[src/rtl/fetch_cycle.sv]
// fetch_cycle: IF stage with a ready/valid imem request port, a 2-entry instruction buffer and the IF/ID register
module fetch_cycle #(
    parameter logic [31:0] RESET_PC  = 32'h0000_0000,
    parameter logic [31:0] NOP_INSTR = 32'h0000_0013
) (
    input  logic        clk,
    input  logic        rst,
    input  logic        StallF,
    input  logic        StallD,
    input  logic        FlushD,
    input  logic        PCSrcE,
    input  logic [31:0] PCTargetE,
    output logic        imem_req_valid,
    input  logic        imem_req_ready,
    output logic [31:0] imem_req_addr,
    input  logic        imem_rsp_valid,
    input  logic [31:0] imem_rsp_data,
    output logic [31:0] InstrD,
    output logic [31:0] PCD,
    output logic [31:0] PCPlus4D,
    output logic        ValidD
);
    logic [31:0] pc_f, pc_f_n;
    logic [1:0]  out_cnt, out_cnt_n, out_left, drop_cnt, drop_cnt_n, ibuf_cnt, ibuf_cnt_n;
    logic [31:0] opc [2];
    logic [31:0] buf_pc [2];
    logic [31:0] buf_instr [2];
    logic        accept, drop, live, bubble, load, pop, bypass, push, fill, opc_wr, buf_wr;
    logic [31:0] src_pc, src_instr;

    assign imem_req_valid = rst && !StallF && !PCSrcE && ({1'b0, out_cnt} + {1'b0, ibuf_cnt} < 3'd2);
    assign imem_req_addr  = pc_f;

    always_comb begin
        accept     = imem_req_valid && imem_req_ready;
        drop       = imem_rsp_valid && drop_cnt != 2'd0;
        live       = imem_rsp_valid && drop_cnt == 2'd0 && !PCSrcE;
        bubble     = FlushD || PCSrcE;
        load       = !bubble && !StallD;
        pop        = load && ibuf_cnt != 2'd0;
        bypass     = load && ibuf_cnt == 2'd0 && live;
        push       = live && !bypass;
        fill       = pop || bypass;
        src_pc     = pop ? buf_pc[0] : opc[0];
        src_instr  = pop ? buf_instr[0] : imem_rsp_data;
        // queue write slots are the post-pop occupancy; only the low bit is needed for depth 2
        opc_wr     = out_cnt[0] ^ imem_rsp_valid;
        buf_wr     = ibuf_cnt[0] ^ pop;
        out_left   = out_cnt - {1'b0, imem_rsp_valid};
        pc_f_n     = PCSrcE ? PCTargetE : accept ? pc_f + 32'd4 : pc_f;
        out_cnt_n  = out_left + {1'b0, accept};
        drop_cnt_n = PCSrcE ? out_left : drop ? drop_cnt - 2'd1 : drop_cnt;
        ibuf_cnt_n = PCSrcE ? 2'd0 : ibuf_cnt - {1'b0, pop} + {1'b0, push};
    end

    always_ff @(posedge clk or negedge rst) begin
        if (!rst) begin
            pc_f         <= RESET_PC;
            out_cnt      <= 2'd0;
            drop_cnt     <= 2'd0;
            ibuf_cnt     <= 2'd0;
            opc[0]       <= 32'd0;
            opc[1]       <= 32'd0;
            buf_pc[0]    <= 32'd0;
            buf_pc[1]    <= 32'd0;
            buf_instr[0] <= 32'd0;
            buf_instr[1] <= 32'd0;
            InstrD       <= NOP_INSTR;
            PCD          <= 32'd0;
            PCPlus4D     <= 32'd0;
            ValidD       <= 1'b0;
        end else begin
            pc_f     <= pc_f_n;
            out_cnt  <= out_cnt_n;
            drop_cnt <= drop_cnt_n;
            ibuf_cnt <= ibuf_cnt_n;
            if (imem_rsp_valid)
                opc[0] <= opc[1];
            if (accept)
                opc[opc_wr] <= pc_f;
            if (pop) begin
                buf_pc[0]    <= buf_pc[1];
                buf_instr[0] <= buf_instr[1];
            end
            if (push) begin
                buf_pc[buf_wr]    <= opc[0];
                buf_instr[buf_wr] <= imem_rsp_data;
            end
            // StallD holds IF/ID unless a flush or redirect forces a bubble
            if (bubble || !StallD) begin
                InstrD   <= fill ? src_instr : NOP_INSTR;
                PCD      <= fill ? src_pc : 32'd0;
                PCPlus4D <= fill ? src_pc + 32'd4 : 32'd0;
                ValidD   <= fill;
            end
        end
    end
endmodule

[config.mk]
export PLATFORM = sky130hd
export DESIGN_NAME = fetch_cycle
export DESIGN_NICKNAME = d
export VERILOG_FILES = /design/src/rtl/fetch_cycle.sv
export SDC_FILE = /design/constraint.sdc
export NUM_CORES = 1
export LEC_CHECK = 0
export BUFFER_PORTS_ARGS = -buffer_cell sky130_fd_sc_hd__buf_2
export CAP_MARGIN = 20
export CORE_AREA = 8 8 170 252
export CTS_CLUSTER_DIAMETER = 100
export CTS_CLUSTER_SIZE = 40
export DETAILED_ROUTE_END_ITERATION = 8
export DIE_AREA = 0 0 178 260
export GPL_ROUTABILITY_DRIVEN = 0
export PLACE_DENSITY = 0.58
export SLEW_MARGIN = 20
export SYNTH_ARGS = -nofsm -noshare
export SYNTH_HDL_FRONTEND = slang
export SYNTH_SLANG_ARGS = --single-unit
[constraint.sdc]
create_clock -name clk -period 3.8 [get_ports clk]
set_input_delay 0.76 -clock clk [delete_from_list [all_inputs] [get_ports clk]]
set_output_delay 0.76 -clock clk [all_outputs]
set_load 0.05 [all_outputs]
# == Word level (Yosys, flattened, before mapping) ==
# Index checks and enable logic that the tools add are counted.
# op_classes
bitwise_logic,4
n_mux,23
order_cmp,5
add_sub_neg,8
n_reduce_logical,28
# ops
op,n
32-bit 2-to-1 mux,12
64-bit bitwise mux,3
64-bit 2-to-1 mux,3
"32-bit by 3-bit adder with 32-bit output, second input constant",2
32-bit demux with 1-bit select,2
1-bit logical AND,14
2-bit nonzero test,4
2-bit 2-to-1 mux,3
1-bit zero test,5
2-bit by 1-bit adder with 2-bit output,2
"2-bit >= comparator, second input constant",2
2-bit zero test,2
"2-bit by 1-bit < comparator with 1-bit output, second input constant",2
1-bit inverter with 2-bit output,2
2-bit by 1-bit subtractor with 2-bit output,2
2-bit by 2-bit adder with 3-bit output,1
1-bit logical OR,3
"3-bit by 2-bit < comparator with 1-bit output, second input constant",1
"2-bit by 1-bit subtractor with 2-bit output, second input constant",1
1-bit bitwise XOR,2
# word_totals
reg_bits,327
output_inout_bits,130
wordCells,82

# == Logic depth before layout (Yosys ltp) ==
# Gate-level depths: netlist (run 1).
# logic_depth
depth_word,12
mapped_depth,14
depth_no_buf,11

# == Worst setup path before layout (run 1) ==
# Ideal clock, no wire load.
# synth_timing
path_type,input -> register
startpoint,input PCSrcE
endpoint,register PCPlus4D[18]
required_ns,3.678
t_arrival_ns,3.452
slack_ns,0.227
path_stages,14
n_path_buf,4
cell_sequence,buf_6 -> nor3_4 -> nand2_2 -> buf_6 -> buf_6 -> buf_4 -> mux2i_1 -> inv_1 -> ha_1 -> and3_1 -> nand4_1 -> a22o_1 -> or4_1 -> a32o_1
# synth_between
elab_chain_cells,7
word_cells_on_any_way,13
cone_classes,add/sub: 1; mux: 2; reduce/logical: 10
# synth_rtl
element,line_no,rtl
from (decl),11,"input logic PCSrcE,"
1-bit logical OR,38,bubble = FlushD || PCSrcE;
1-bit zero test,39,load = !bubble && !StallD;
1-bit logical AND,39,
"1-bit logical AND, on equally long branches","40, 41",
32-bit 2-to-1 mux or 1-bit logical AND (tied branches),"44, 41",
32-bit by 3-bit adder with 32-bit output or 1-bit logical OR (tied branches),"93, 43",
32-bit 2-to-1 mux,93,PCPlus4D <= fill ? src_pc + 32'd4 : 32'd0;
to (signal assigned),93,
to (decl),20,"output logic [31:0] PCPlus4D,"
# Several ways; a longest one is shown, not always the timed one.
# A chain may end at the register's enable or synchronous reset.

# == Worst setup path after layout (run 1) ==
# layout_timing
startpoint,register ibuf_cnt[0]
endpoint,output imem_req_valid
# layout_between
elab_chain_cells,3
# layout_rtl
element,line_no,rtl
from (decl),24,"logic [1:0] out_cnt, out_cnt_n, out_left, drop_cnt, drop_cnt_n, ibuf_cnt, ibuf_cnt_n;"
from (signal assigned),76,ibuf_cnt <= ibuf_cnt_n;
2-bit by 2-bit adder with 3-bit output,31,"assign imem_req_valid = rst && !StallF && !PCSrcE && ({1'b0, out_cnt} + {1'b0, ibuf_cnt} < 3'd2);"
3-bit by 2-bit < comparator with 1-bit output,31,
1-bit logical AND,31,
to (decl),13,"output logic imem_req_valid,"
# No other way between the ends.

==> flow_metrics.py, run 1 <==
metrics = {
    "sta": {
        "final_max_slew_viol_count": 0,
        "max_slew_margin_pct": 36.3,
        "setup_tns_ps": 0,
        "min_period_ps": 3450,
        "fin_crit_sh_pct": 90.9,
        "max_freq_ghz": 0.290,
        "rsz0062_at_grt": "false",
        "hold_viol": 0,
        "finClkSkew_ps": 29.1,
        "setup_viol": 0,
        "tightest_slew_ps": 955,
    },
    "clock_tree": {
        "cts_max_level": 1,
        "clk_latency_ps": 530,
        "clkTransAtPathRegs_ps": 150,
        "root_buffer": "clkbuf_16",
        "cts_made_buffers": 12,
        "cts_resized": 0,
        "cts_tree": "built",
        "clock_path_buffers": 3,
        "clock-sinks": 325,
    },
    "routing": {
        "drc": 0,
        "viasPerCell": 5.45,
        "highest_layer": "met4",
        "met1Wirelength_um": 18100,
        "wl_met3_um": 1500,
        "drt-initial-drc-count": 832,
        "routed_wl_um": 40100,
        "ant_nets": 0,
        "wire_per_inst_um": 19.2,
        "wl_met2_um": 19500,
        "vias": 11400,
        "first_pass_iters": 5,
    },
    "logic_synthesis": {
        "synth_area_leaders": "dfrtp_1 (52%), mux2i_1 (9.7%), mux2_2 (7.4%)",
        "synth-edff-count": 0,
        "synth.top_cell.area_share_pct": 52.1,
        "synth_commonest_cells": "dfrtp_1 (322), nand2_1 (189), o21ai_0 (164), mux2i_1 (150), mux2_2 (101)",
        "synth_largest_area_cell": "dfrtp_1",
        "synth.most_common_cell": "dfrtp_1",
        "yosys.cell_types.count": 65,
        "synth_nets": 1514,
        "synth_cells": 1434,
        "ys_warn_count": 0,
        "ys_seq_area_share_pct": 52.7,
        "syn-cell-area_sq_mm": 0.0155,
        "ys.flop_type": "dfrtp_1",
        "async_flop_share_pct": 100,
        "synth.avg_cell_area_sq_um": 10.8,
        "synth-seq-cells": 325,
    },
    "setup_path": {
        "setup.worst_path.end_class": "output port",
        "critPathLaunch": "ibuf_cnt[0]",
        "critPathBufInv": 1,
        "startpoint_type": "flip-flop",
        "path_max_fanout": 8,
        "rrSetupSlack_ps": 700,
        "crit_required_ps": 3040,
        "crit_arrival_ps": 2690,
        "rr_startpoint": "ibuf_cnt[0]",
        "crit_type": "reg2out",
        "max_stage_delay_ps": 540,
        "crit_chain": "and2_1, fa_1, nor4b_1, nor2b_1, buf_2",
        "crit_slowest_cell": "dfrtp_1",
        "path_delay_family": "simple AND/OR/NAND/NOR gates",
    },
    "place": {
        "io_buffers": 201,
        "dpl.hpwl_um": 27900,
        "dpl.cell_count": 2067,
    },
    "floorplanning": {
        "die_width_um": 178,
        "start_util_pct": 39.5,
        "fp.coreArea_sq_mm": 0.0391,
        "dieArea_sq_mm": 0.0463,
        "rows": 89,
        "fp.dieH_um": 260,
        "io_pins": 202,
    },
    "cells_and_area": {
        "utilization_pct": 44.4,
        "final_cell_count_no_fill": 2089,
        "fill_cells": 3796,
        "nNetsFinal": 1663,
        "n_antenna_cell": 0,
        "drive_above_1_share_pct": 23.0,
        "multi_input_area_sq_mm": 0.00677,
        "syn_to_final_growth_pct": 12.3,
        "seqCellArea_sq_mm": 0.00814,
    },
    "run_status": {
        "outcome": "completed",
    },
    "global_route": {
        "grt_pass1_wl_um": 64400,
        "gr-usage-all-layers_pct": 17.1,
        "grt-ovfl-total": 0,
        "first_global_vias": 11600,
        "grt_start_max_net_pins": 181,
        "antenna_found_initial": 0,
    },
    "worst_hold_path": {
        "hold_start": "PCTargetE[18]",
        "hp-class": "in2reg",
    },
    "job": {
        "timing.max_cap.violations": 0,
    },
    "power_and_ir_drop": {
        "power_density_mw_per_mm2": 510,
        "leakage_uw": 0.00832,
        "p_total_uw": 8850,
        "peakVddDrop_mv": 0.401,
    },
}
final timing paths:
check / end / depth (start not counted)
worst max-delay path: imem_req_valid / 5
worst min-delay path: imem_req_addr[18] / 3
worst max register to register: imem_req_addr[24] / 9
worst min register to register: PCPlus4D[23] / 2
max in group asynchronous: buf_instr[46] / 5
min in group asynchronous: PCD[6] / 2
timing repair:
action / in CTS / in global routing
hold buffers: 1 / 0
buffers inserted: 0 / 0
hold endpoints to repair: 6 / 0
report_power, final:
group	internal, uW	switching [uW]
registers	4270	785
logic	876	1150
clock network	681	1090
total	5830	3030
worst register-to-register path, stage by stage (launching register included):
cell	delay [ps]
dfrtp_1	540
and2_1	190
fa_1	420
nor4b_1	540
nand3b_1	160
inv_1	240
nor2_1	190
buf_4	250
a21o_1	160
a221o_1	280
cell type report:
cell class / count / share of cell area, %
clock buffer: 17 / 2.02
clock inverter: 3 / 0.238
inverter: 15 / 0.339
multi-input combinational: 995 / 39.0
sequential: 325 / 46.9
tap: 500 / 3.61
timing repair buffer: 234 / 7.85
cells in the final DEF, fill, tap and decap left out, types with 10 or more instances in the layout:
master	synthesis	final
nand3_1	36	36
o21ai_0	164	164
nand4_1	26	26
dfrtp_1	322	322
a32o_1	11	11
clkbuf_16	0	13
a221o_1	11	11
inv_1	14	14
nor2_1	61	60
buf_2	18	200
a21oi_1	51	51
buf_4	9	25
nand2_1	189	188
mux2i_1	150	150
and3_1	21	21
mux2_2	101	101
or3_1	10	10
o211ai_1	13	13
metal layers:
metal	up-vias	GRT usage (%)
li1	5465	-
met1	5637	22.5
met2	233	28.9
met3	48	1.77
met4	0	5.41
met5	-	0
logic make-up (layout without fill, tap and decap cells):
group	count (synthesis)	count (layout)	share of synthesized area, %
multiplexers	251	251	17.1
AND/OR/NAND/NOR	397	397	12.1
XOR/XNOR	16	16	0.907
buffers and inverters	114	269	3.63
flip-flops	325	325	52.7
adder cells (fa/ha/maj)	8	8	0.696
AO/OA/AOI/OAI	323	323	12.9
metrics by stage:
stage               area (sq um)  setup WS, ps  hold WS [ps]
floorplan                  15500           227           464
global placement           16900           522           455
detailed placement         16900           450           458
CTS                        17300           344           413
global route               17300           199           418
finish                     17300           347           451
No activity file was read; power rests on OpenSTA's default activity.
==> run 2, diff against run 1 <==
- CTS_BUF_LIST: not set -> sky130_fd_sc_hd__clkbuf_4 sky130_fd_sc_hd__clkbuf_8 sky130_fd_sc_hd__clkbuf_16
==> flow_metrics.py, run 2 (synthesis gave the netlist of run 1 again) <==
metrics = {
    "setup_path": {
        "rr_startpoint": "ibuf_cnt[0]",
        "critPathLaunch": "ibuf_cnt[0]",
        "startpoint_type": "flip-flop",
        "path_max_fanout": 8,
        "reg2reg_to": "imem_req_addr[24]",
        "crit_end": "imem_req_valid",
        "setup.worst_path.end_class": "output port",
        "crit_arrival_ps": 2690,
        "r2r_cells": 9,
        "crit_type": "reg2out",
        "crit_required_ps": 3040,
        "rrSetupSlack_ps": 700,
    },
    "power_and_ir_drop": {
        "share_comb_of_total_power_pct": 22.8,
        "pwr-share-seq_pct": 56.9,
        "p_clk_share_pct": 20.2,
        "peakVddDrop_mv": 0.401,
        "p_switching_uw": 3030,
        "p_int_uw": 5850,
        "p_total_uw": 8880,
        "leakage_uw": 0.00833,
        "power_density_mw_per_mm2": 511,
        "swShare_pct": 34.1,
    },
    "sta": {
        "hold_viol": 0,
        "final_max_slew_viol_count": 0,
        "setup_viol": 0,
        "setup_tns_ps": 0,
        "max_freq_ghz": 0.290,
        "finClkSkew_ps": 29.3,
        "fin_crit_sh_pct": 90.9,
        "max_slew_margin_pct": 36.3,
        "worst_slack_ps": 348,
        "hold_slack_ps": 448,
        "tightest_slew_ps": 956,
        "min_period_ps": 3450,
        "rsz0062_at_grt": "false",
    },
    "routing": {
        "routed_wl_um": 40100,
        "drt-initial-drc-count": 832,
        "drc": 0,
        "first_pass_iters": 5,
        "wire_per_inst_um": 19.2,
        "vias": 11400,
        "ant_nets": 0,
        "viasPerCell": 5.45,
    },
    "floorplanning": {
        "die_width_um": 178,
        "dieArea_sq_mm": 0.0463,
        "fp.dieH_um": 260,
        "io_pins": 202,
        "fp.coreArea_sq_mm": 0.0391,
        "rows": 89,
        "start_util_pct": 39.5,
    },
    "cells_and_area": {
        "seqCellArea_sq_mm": 0.00814,
        "n_antenna_cell": 0,
        "multi_input_area_sq_mm": 0.00677,
        "fill_cells": 3796,
        "final_common_cell": "dfrtp_1",
        "mostFrequentLayoutCells": "dfrtp_1 (322), buf_2 (200), nand2_1 (188), o21ai_0 (164), mux2i_1 (150)",
        "nNetsFinal": 1663,
        "drive_above_1_share_pct": 23.2,
        "final_cell_count_no_fill": 2089,
        "syn_to_final_growth_pct": 12.3,
    },
    "worst_hold_path": {
        "hp-class": "in2reg",
        "hold_depth": 3,
    },
    "clock_tree": {
        "clock_path_buffers": 3,
        "clkTransAtPathRegs_ps": 150,
        "clock-sinks": 325,
        "cts_tree": "built",
        "cts_post_setup_buffers_inserted": 0,
        "clk_latency_ps": 530,
        "root_buffer": "clkbuf_16",
        "cts_max_level": 1,
        "cts_made_buffers": 12,
        "cts_resized": 0,
    },
    "global_route": {
        "grt-ovfl-total": 0,
        "grt_start_max_net_pins": 181,
        "gr-usage-all-layers_pct": 17.1,
        "grt_pass1_wl_um": 64400,
        "first_global_vias": 11600,
        "antenna_found_initial": 0,
    },
    "place": {
        "dpl.hpwl_um": 27900,
        "io_buffers": 201,
        "dpl.cell_count": 2067,
        "preCtsSetupSlack_ps": 450,
    },
    "run_status": {
        "outcome": "completed",
    },
    "job": {
        "timing.max_cap.violations": 0,
    },
}
[run 2: cell counts in the layout (fill, tap and decap cells not counted)]
No cell type changed its count.
[run 2: worst min-delay path by stage]
stage                        from                 to  slack, ps
floorplan                     rst         InstrD[10]        460
global placement           ValidD             ValidD        460
detailed placement         ValidD             ValidD        460
CTS                 PCTargetE[18]  imem_req_addr[18]        410
global route        PCTargetE[18]  imem_req_addr[18]        420
finish              PCTargetE[18]  imem_req_addr[18]        450
[run 2: what timing repair did]
item,4_1_cts,5_1_grt
endpoints found under the setup margin,0,0
endpoints found under the hold margin,6,0
hold buffers,1,0
[run 2: layout make-up]
type	instances	share of cell area, %
clock buffer	17	2.08
clock inverter	3	0.238
inverter	15	0.339
multi-input combinational	995	39.0
sequential	325	46.9
tap	500	3.60
timing repair buffer	234	7.84
[run 2: critical path, cell delays in order (launching register included)]
cell     delay [ps]
dfrtp_1         540
and2_1          190
fa_1            420
nor4b_1         540
nor2b_1         200
buf_2           280
[run 2: metal layers]
layer | wire length (um) | GRT usage (%)
met1 | 18100 | 22.5
met4 | 1030 | 5.41
met5 | 0 | 0
met2 | 19500 | 28.9
met3 | 1480 | 1.77
[run 2: power by group through the flow]
| stage | Sequential (uW) | Combinational (uW) | Clock (uW) |
|---|---|---|---|
| 5_1_grt | 5190 | 2260 | 1980 |
| 3_3_place_gp | 5080 | 1980 | 0 |
| 3_5_place_dp | 5120 | 2050 | 0 |
| 4_1_cts | 5050 | 2050 | 1880 |
| 2_1_floorplan | 5050 | 1340 | 0 |
| 6_report | 5060 | 2030 | 1800 |
[run 2: through the flow]
step | cell area, sq um | utilization [%]
after global routing | 17400 | 44.4
after floorplan | 15500 | -
after CTS | 17300 | 44.3
after detailed placement | 16900 | 43.3
after global placement | 16900 | 43.3
final | 17400 | 44.4
